File: config.mk
export PLATFORM = sky130hd
export DESIGN_NAME = register_operand_fetch
export DESIGN_NICKNAME = d
export VERILOG_FILES = /design/src/rtl/register_operand_fetch.sv
export SDC_FILE = /design/constraint.sdc
export NUM_CORES = 2
export LEC_CHECK = 0
export ABC_CLOCK_PERIOD_IN_PS = 2870
export CAP_MARGIN = 0
export CORE_MARGIN = 3
export CORE_UTILIZATION = 30
export CTS_CLUSTER_SIZE = 40
export DETAILED_ROUTE_END_ITERATION = 6
export HOLD_SLACK_MARGIN = 0.1
export SLEW_MARGIN = 20
export SYNTH_ARGS = -nofsm -noshare
export SYNTH_HDL_FRONTEND = slang
export SYNTH_SLANG_ARGS = --single-unit
File: constraint.sdc
create_clock -name clk -period 2.87 [get_ports clk]
set_input_delay 0.574 -clock clk [delete_from_list [all_inputs] [get_ports clk]]
set_output_delay 0.574 -clock clk [all_outputs]
set_load 0.01 [all_outputs]
File: src/rtl/register_operand_fetch.sv
// Operand-fetch stage ahead of the R-type ALU: decode, 32x32 register file, RAW scoreboard.
// Define REGISTER_BYPASS_EN to forward same-cycle writeback data into the issued operands.
module register_operand_fetch #(
    parameter logic [6:0]  R_TYPE_OPCODE        = 7'b0110011,
    parameter logic [31:0] REGISTER_RESET_VALUE = 32'h0
) (
    input  logic        clk,
    input  logic        reset_n,
    input  logic        instruction_valid,
    output logic        instruction_ready,
    input  logic [31:0] instruction,
    input  logic        writeback_enable,
    input  logic [4:0]  writeback_address,
    input  logic [31:0] writeback_value,
    input  logic        flush,
    output logic        issue_valid,
    input  logic        issue_ready,
    output logic [2:0]  subfunction_3,
    output logic [6:0]  subfunction_7,
    output logic [4:0]  destination_register,
    output logic [31:0] input_register1_value,
    output logic [31:0] input_register2_value,
    output logic        decode_error
);

    logic [6:0]  opcode;
    logic [4:0]  rd;
    logic [4:0]  rs1;
    logic [4:0]  rs2;
    logic        decode_ok;
    logic [31:0] regs [0:31];
    logic [31:0] scoreboard;
    logic [31:0] scoreboard_next;
    logic        wb_hit;
    logic        wb_rs1;
    logic        wb_rs2;
    logic        hazard_rs1;
    logic        hazard_rs2;
    logic        hazard;
    logic        accept;
    logic        complete;
    logic [31:0] operand1;
    logic [31:0] operand2;

    assign opcode    = instruction[6:0];
    assign rd        = instruction[11:7];
    assign rs1       = instruction[19:15];
    assign rs2       = instruction[24:20];
    assign decode_ok = (opcode == R_TYPE_OPCODE);

    assign wb_hit = writeback_enable && (writeback_address != 5'd0);
    assign wb_rs1 = wb_hit && (writeback_address == rs1);
    assign wb_rs2 = wb_hit && (writeback_address == rs2);

    // Scoreboard bit 0 is never set, so x0 sources can never stall.
`ifdef REGISTER_BYPASS_EN
    assign hazard_rs1 = scoreboard[rs1] && !wb_rs1;
    assign hazard_rs2 = scoreboard[rs2] && !wb_rs2;
`else
    assign hazard_rs1 = scoreboard[rs1] || wb_rs1;
    assign hazard_rs2 = scoreboard[rs2] || wb_rs2;
`endif
    assign hazard = hazard_rs1 || hazard_rs2;

    assign instruction_ready = (!issue_valid || issue_ready) && !hazard && !flush;
    assign accept            = instruction_valid && instruction_ready;
    assign complete          = issue_valid && issue_ready;

    always_comb begin
        operand1 = (rs1 == 5'd0) ? 32'h0 : regs[rs1];
        operand2 = (rs2 == 5'd0) ? 32'h0 : regs[rs2];
`ifdef REGISTER_BYPASS_EN
        if (wb_rs1) operand1 = writeback_value;
        if (wb_rs2) operand2 = writeback_value;
`endif
    end

    // Set is applied after clear: the accepted instruction is younger than the writeback.
    always_comb begin
        scoreboard_next = scoreboard;
        if (wb_hit) scoreboard_next[writeback_address] = 1'b0;
        if (accept && decode_ok && (rd != 5'd0)) scoreboard_next[rd] = 1'b1;
        if (flush) scoreboard_next = '0;
        scoreboard_next[0] = 1'b0;
    end

    always_ff @(posedge clk or negedge reset_n) begin
        if (!reset_n) begin
            scoreboard <= '0;
        end else begin
            scoreboard <= scoreboard_next;
        end
    end

    always_ff @(posedge clk or negedge reset_n) begin
        if (!reset_n) begin
            for (int i = 0; i < 32; i++) begin
                regs[i] <= (i == 0) ? 32'h0 : REGISTER_RESET_VALUE;
            end
        end else if (wb_hit) begin
            regs[writeback_address] <= writeback_value;
        end
    end

    // Issue register: loads on accept, holds under backpressure, drops on flush.
    always_ff @(posedge clk or negedge reset_n) begin
        if (!reset_n) begin
            issue_valid           <= 1'b0;
            subfunction_3         <= '0;
            subfunction_7         <= '0;
            destination_register  <= '0;
            input_register1_value <= '0;
            input_register2_value <= '0;
            decode_error          <= 1'b0;
        end else if (flush) begin
            issue_valid <= 1'b0;
        end else if (accept) begin
            issue_valid           <= 1'b1;
            subfunction_3         <= instruction[14:12];
            subfunction_7         <= instruction[31:25];
            destination_register  <= decode_ok ? rd : 5'd0;
            input_register1_value <= operand1;
            input_register2_value <= operand2;
            decode_error          <= !decode_ok;
        end else if (complete) begin
            issue_valid <= 1'b0;
        end
    end

endmodule

Yosys cells after proc, flatten, opt, wreduce, memory -nomap -nowiden:

Index checks and enable logic that the tools add are counted.

* register bits after elaboration: 1136
* output and inout bits: 82
* word-level logic and storage cells: 112

* magnitude comparators: 10
* equality and inequality tests: 3
* mux-type cells: 26
* bitwise logic cells: 7
* reduce and logical (&&, ||, !) cells: 26

Operators by type and width (number)
* bitwise mux 1024 bit: 1
* binary-select mux 32 bit (select 5 bit): 2
* 2-to-1 mux 32 bit: 10
* demux 32 bit (select 5 bit): 1
* bitwise AND 32 bit: 1
* NOT 32 bit: 1
* bitwise OR 32 bit: 1
* < comparator 5 x 6 -> 1 bit, second input constant: 4
* greater-or-equal comparator 6 bit, second input constant: 3
* NOT 5 -> 6 bit: 3
* logical AND 1 bit: 12
* binary-select mux 1 bit (select 5 bit): 2
* demux 1 bit (select 5 bit): 2
* == test 5 bit: 2
* greater-or-equal comparator 5 x 1 -> 1 bit, second input constant: 2
* zero test 5 bit: 2
* nonzero test 5 bit: 2
* == test 7 x 6 -> 1 bit, second input constant: 1
* 2-to-1 mux 1 bit: 7
* < comparator 6 x 1 -> 1 bit, second input constant: 1
* 2-to-1 mux 5 bit: 1
* zero test 1 bit: 4
* logical OR 1 bit: 4
* nonzero test 3 bit: 1
* other kinds (2): 2

Logic depth before layout (Yosys ltp):

* depth in word-level cells: 13
* mapped depth: 10
* mapped depth without buffers: 6

Worst setup path after synthesis:

OpenSTA, ideal clock, no wires.

* path type: in2reg
* start point: input port instruction[21]
* end point: register input_register2_value[30]
* arrival time: 2.665 ns
* required time: 2.745 ns
* path slack: 0.080 ns
* stages: 8
* cells stage by stage: buf_4 -> buf_2 -> buf_2 -> buf_1 -> mux4_2 -> mux4_2 -> a22o_1 -> mux2_4

* longest elaborated chain between the ends: 9
* elaborated cells between the ends (all ways): 17
* classes of those cells: eq/ne: 1; mux: 6; bitwise: 1; reduce/logical: 9

RTL lines
* from (decl): line 11 `input logic [31:0] instruction,`
* binary-select mux 1 bit (select 5 bit) or == test 5 bit (tied branches): line 61, 53
* 2-to-1 mux 1 bit (implied by the code) or logical AND 1 bit (tied branches): line 61, 53
* logical OR 1 bit: line 61 `assign hazard_rs2 = scoreboard[rs2] || wb_rs2;`
* logical OR 1 bit: line 63 `assign hazard = hazard_rs1 || hazard_rs2;`
* zero test 1 bit: line 65 `assign instruction_ready = (!issue_valid || issue_ready) && !hazard && !flush;`
* logical AND 1 bit (2 in series): line 65
* logical AND 1 bit: line 66 `assign accept = instruction_valid && instruction_ready;`
* AND reduction 2 bit (no source line)
* to (signal assigned): line 123 `input_register2_value <= operand2;`
* to (decl): line 22 `output logic [31:0] input_register2_value,`

Several ways; a longest one is shown, not always the timed one. The select of a mux whose other input is x is not followed.
A chain may end at the register's enable or synchronous reset.

Worst setup path after layout:

* start point: register scoreboard[7]
* end point: output port instruction_ready

* longest elaborated chain between the ends: 7
* elaborated cells between the ends (all ways): 10
* classes of those cells: mux: 4; reduce/logical: 6

RTL lines
* from (decl): line 32 `logic [31:0] scoreboard;`
* from (signal assigned): line 91 `scoreboard <= scoreboard_next;`
* binary-select mux 1 bit (select 5 bit) (on tied branches): line 60, 61
* 2-to-1 mux 1 bit (on tied branches): line 60, 61
* logical OR 1 bit (on tied branches): line 60, 61
* logical OR 1 bit (*): line 63
* zero test 1 bit (*): line 65
* logical AND 1 bit (*) (2 in series): line 65
* to (decl): line 10 `output logic instruction_ready,`

Mark *: on every way between the ends. The rest lies on a longest branch, timed or not. The select of a mux whose other input is x is not followed.

==> summary.md <==
| Metric | Value |
|---|---|
| Syn Inst Count | between 3,000 and 4,000 |
| Hold Path Class | in2async |
| Post-Place Worst Slack | -0.489 ns |
| Mean Syn Cell Area | 15.0 um2 |
| Vias in the first global route | ~40,000 |
| Layout cell share with drive strength beyond 1 | 0.519 |
| Highest clock rate | ~330 MHz |
| Die area | 204,000 um2 |
| P_leak | about 30 nW |
| Worst hold slack | 0.350 ns |
| Drt drc | 0 |
| DIE HEIGHT | ~450 um |
| Pwr Density | approximately 670 nW/um2 |
| Grt ovf | 0 |
| Power Total | ~48 mW |
| Worst clock skew | ~0.038 ns |
| Slew Viols, Final | 0 |
| Syn Nets | around 4,000 |
| Cts bufs inserted | 114 |
| Critical path type | reg2out |
| Setup ws final | -0.187 ns |
| Outcome | complete, but fails checks |
| Root Driver | clkbuf_16 |
| Flops & latches, synth | 1,136 |
| CTS tree | done |
| Gr usage total | 0.187 |
| # rows | roughly 160 |
| Critical path arrival | 2.48 ns |
| Sequential share of the synthesized area | 0.476 |
| PortBufs | around 160 |
| Vias per cell | between 5 and 6 |
| Worst skew pair latency | between 0.7 and 0.8 ns |
| Final ANT Viol Nets | 0 |
| Final core occ | 0.361 |
| Slew margin rel. | 0.283 |
| Worst-path clk slew | 0.06 ns |
| Worst-Margin Slew | 1.07 ns |
| Mean routed wirelength per cell | 28.4 um |
| Final period util | 1.07 |
| Fillers | 18,671 |
| Multi-input logic area | a little under 30,000 um2 |
| Setup_tns | -0.318 ns |
| DPL Wire Length | around 120 mm |
| Final setup fails | 7 |
| Worst Setup End Kind | primary output |
| Drt initial violations | 3,341 |
| Minimum clock period | 3.06 ns |
| Post-Route WL | around 200 mm |
| Routability cong. | approximately 0.85 |
| CP Max Fanout | 3 |
| First-pass GRT wire length | about 280 mm |
| H-tree depth | 3 |
| Initial antenna violation count | 4 |
| Max cap viols | 0 |
| Die width | about 450 um |
| RSZ-0062 raised after global routing | true |
| P&R area growth vs syn | 19.6% |
| Synthesis Warnings | 0 |
| Area occupied by registers | 28,400 um2 |
| Clock Tree Buf Depth | 3 |
| Ports | about 160 |
| Count of different cell masters after synthesis | 46 |
| Crit path required time | between 2 and 2.5 ns |
| Final #Nets | between 4,000 and 5,000 |
| Vias | between 30,000 and 40,000 |
| TritonRoute pass-1 iters | 5 |
| Core area | around 200,000 um2 |
| Worst VDD drop | roughly 500 uV |
| Hold Fails Final Rpt | 0 |
| Clock Sinks | about 1,100 |
| Largest net degree at the start of global routing | 94 |
| Startpoint Class | flop |
| Failing checks | setup timing |
| Starting density of the core | 0.302 |
| Post-Syn Area | roughly 60,000 um2 |
-- Yosys cell counts, drive strengths merged --
master / count / area (um2)
nor3b: 21 / 158
and2: 1 / 6.26
a22oi: 4 / 30.0
a211o: 1 / 8.76
nand4: 2 / 12.5
inv: 30 / 113
o21ai: 17 / 85.1
xor2: 10 / 87.6
a31oi: 1 / 6.26
o221ai: 122 / 1070
a221o: 1 / 10.0
nor2: 49 / 184
a211oi: 2 / 15.0
clkbuf: 257 / 965
nor3: 67 / 335
a21o: 31 / 233
nand3: 13 / 65.1
o211ai: 1 / 7.51
or2: 3 / 18.8
nand2: 23 / 86.3
o22ai: 63 / 394
a22o: 1 / 8.76
nor4bb: 1 / 10.0
dfrtp: 1136 / 28400
nor4b: 2 / 23.8
o41ai: 1 / 8.76
mux2: 1135 / 12800
and3: 12 / 75.1
buf: 189 / 1050
nor2b: 19 / 119
a31o: 1 / 8.76
a21oi: 50 / 250
nand4b: 4 / 35.0
or3: 14 / 87.6
mux4: 481 / 10800
nand2b: 8 / 50.1
nor4: 2 / 12.5
mux2i: 197 / 1970
-- layer usage --
layer | up-vias | GRT usage | wire, um
met5 | - | 0 | 0
met4 | 0 | 0.0739 | 7640
met3 | 333 | 0.0284 | 11500
met2 | 1301 | 0.305 | 94200
met1 | 21148 | 0.250 | 83000
li1 | 15780 | - | -
-- critical path, stage by stage (launching register included) --
cell	delay, ns
dfrtp_1	0.41
mux4_2	0.48
inv_2	0.06
a221o_1	0.14
nand4_1	0.17
nor4b_2	0.29
buf_2	0.19
-- final timing paths --
| path | from | to | slack (ns) | depth (start not counted) |
|---|---|---|---|---|
| setup reg to reg | scoreboard[7]$_DFF_PN0_ | input_register2_value[17]$_DFFE_PN0P_ | -0.03 | 11 |
| hold / removal | reset_n | regs[104]$_DFFE_PN0P_ | 0.35 | 2 |
| max in group asynchronous | reset_n | regs[53]$_DFFE_PN0P_ | 1.43 | 4 |
| setup / recovery | scoreboard[7]$_DFF_PN0_ | instruction_ready | -0.19 | 6 |
| min in group clk | regs[1022]$_DFFE_PN0P_ | regs[1022]$_DFFE_PN0P_ | 0.39 | 0 |
| hold reg to reg | regs[1022]$_DFFE_PN0P_ | regs[1022]$_DFFE_PN0P_ | 0.39 | 0 |
-- registers in the layout (all words and copies together) (netlist names) --
| name | flops |
|---|---|
| decode_error | 1 |
| scoreboard | 31 |
| subfunction_3 | 3 |
| issue_valid | 1 |
| destination_register | 5 |
| input_register1_value | 32 |
| subfunction_7 | 7 |
| regs | 1024 |
| input_register2_value | 32 |
-- cell families (layout without fill, tap and decap cells) --
family                    count (synthesis)  count (layout)  synth area share
AOI/OAI and AO/OA                       296             296            0.0358
xor gates and xnor gates                 10              10           0.00147
buffers and inverters                   476             777            0.0356
DFF                                    1136            1136             0.476
muxes                                  1813            1813             0.430
other                                     0               4                 0
and+or+nand+nor                         241             241            0.0214
-- repair_timing --
action,CTS,global route
hold endpoints to repair,138,0
cloned,0,10
buffers inserted,5,7
hold buffers,1,0
pin swaps,3,1
resized for setup,16,16
setup endpoints to repair,1,92
-- layout make-up --
cell class	instances	share of cell area
inverter	30	0.00158
clock buffer	163	0.0457
tap	2640	0.0463
antenna	4	0.000140
sequential	1136	0.398
clock inverter	47	0.00927
multi-input combinational	2360	0.413
timing repair buffer	537	0.0858
-- stage by stage --
step | std cells | cell area [um2]
6_report | 6917 | 71400
5_1_grt | 6914 | 71400
4_1_cts | 6900 | 71000
3_5_place_dp | 6684 | 67000
3_3_place_gp | 6684 | 67000
2_1_floorplan | 3972 | 59700
-- cell usage in the layout, fill, tap and decap left out, types with 8 or more instances in the layout --
cell,Yosys,routed
a21o_1,31,31
clkbuf_8,0,18
mux2_1,19,18
nor3b_1,21,21
o221ai_1,122,122
nand3_1,13,10
xor2_1,10,10
and3_1,12,12
nand2_4,0,8
a21oi_1,50,50
clkinv_2,0,23
inv_1,30,27
mux2_2,1100,1093
nor2_4,0,16
dfrtp_1,1136,1136
nand2_1,23,11
clkdlybuf4s50_1,0,144
clkbuf_1,257,29
mux2i_1,197,197
clkbuf_16,0,124
bufinv_16,0,15
o22ai_1,63,63
nor3_1,67,67
or3_1,14,14
o21ai_0,16,15
nor2b_1,19,17
nor2_1,49,33
buf_12,0,116
mux2_4,16,24
buf_4,31,252
mux4_2,481,481
-- where the power goes --
group / internal [mW] / switching, mW / total, mW
clock network: 9.23 / 6.69 / 15.9
registers: 19.1 / 2.30 / 21.4
logic: 6.51 / 4.08 / 10.6
total: 34.9 / 13.1 / 47.9
Power figures use the tool's default switching activity.
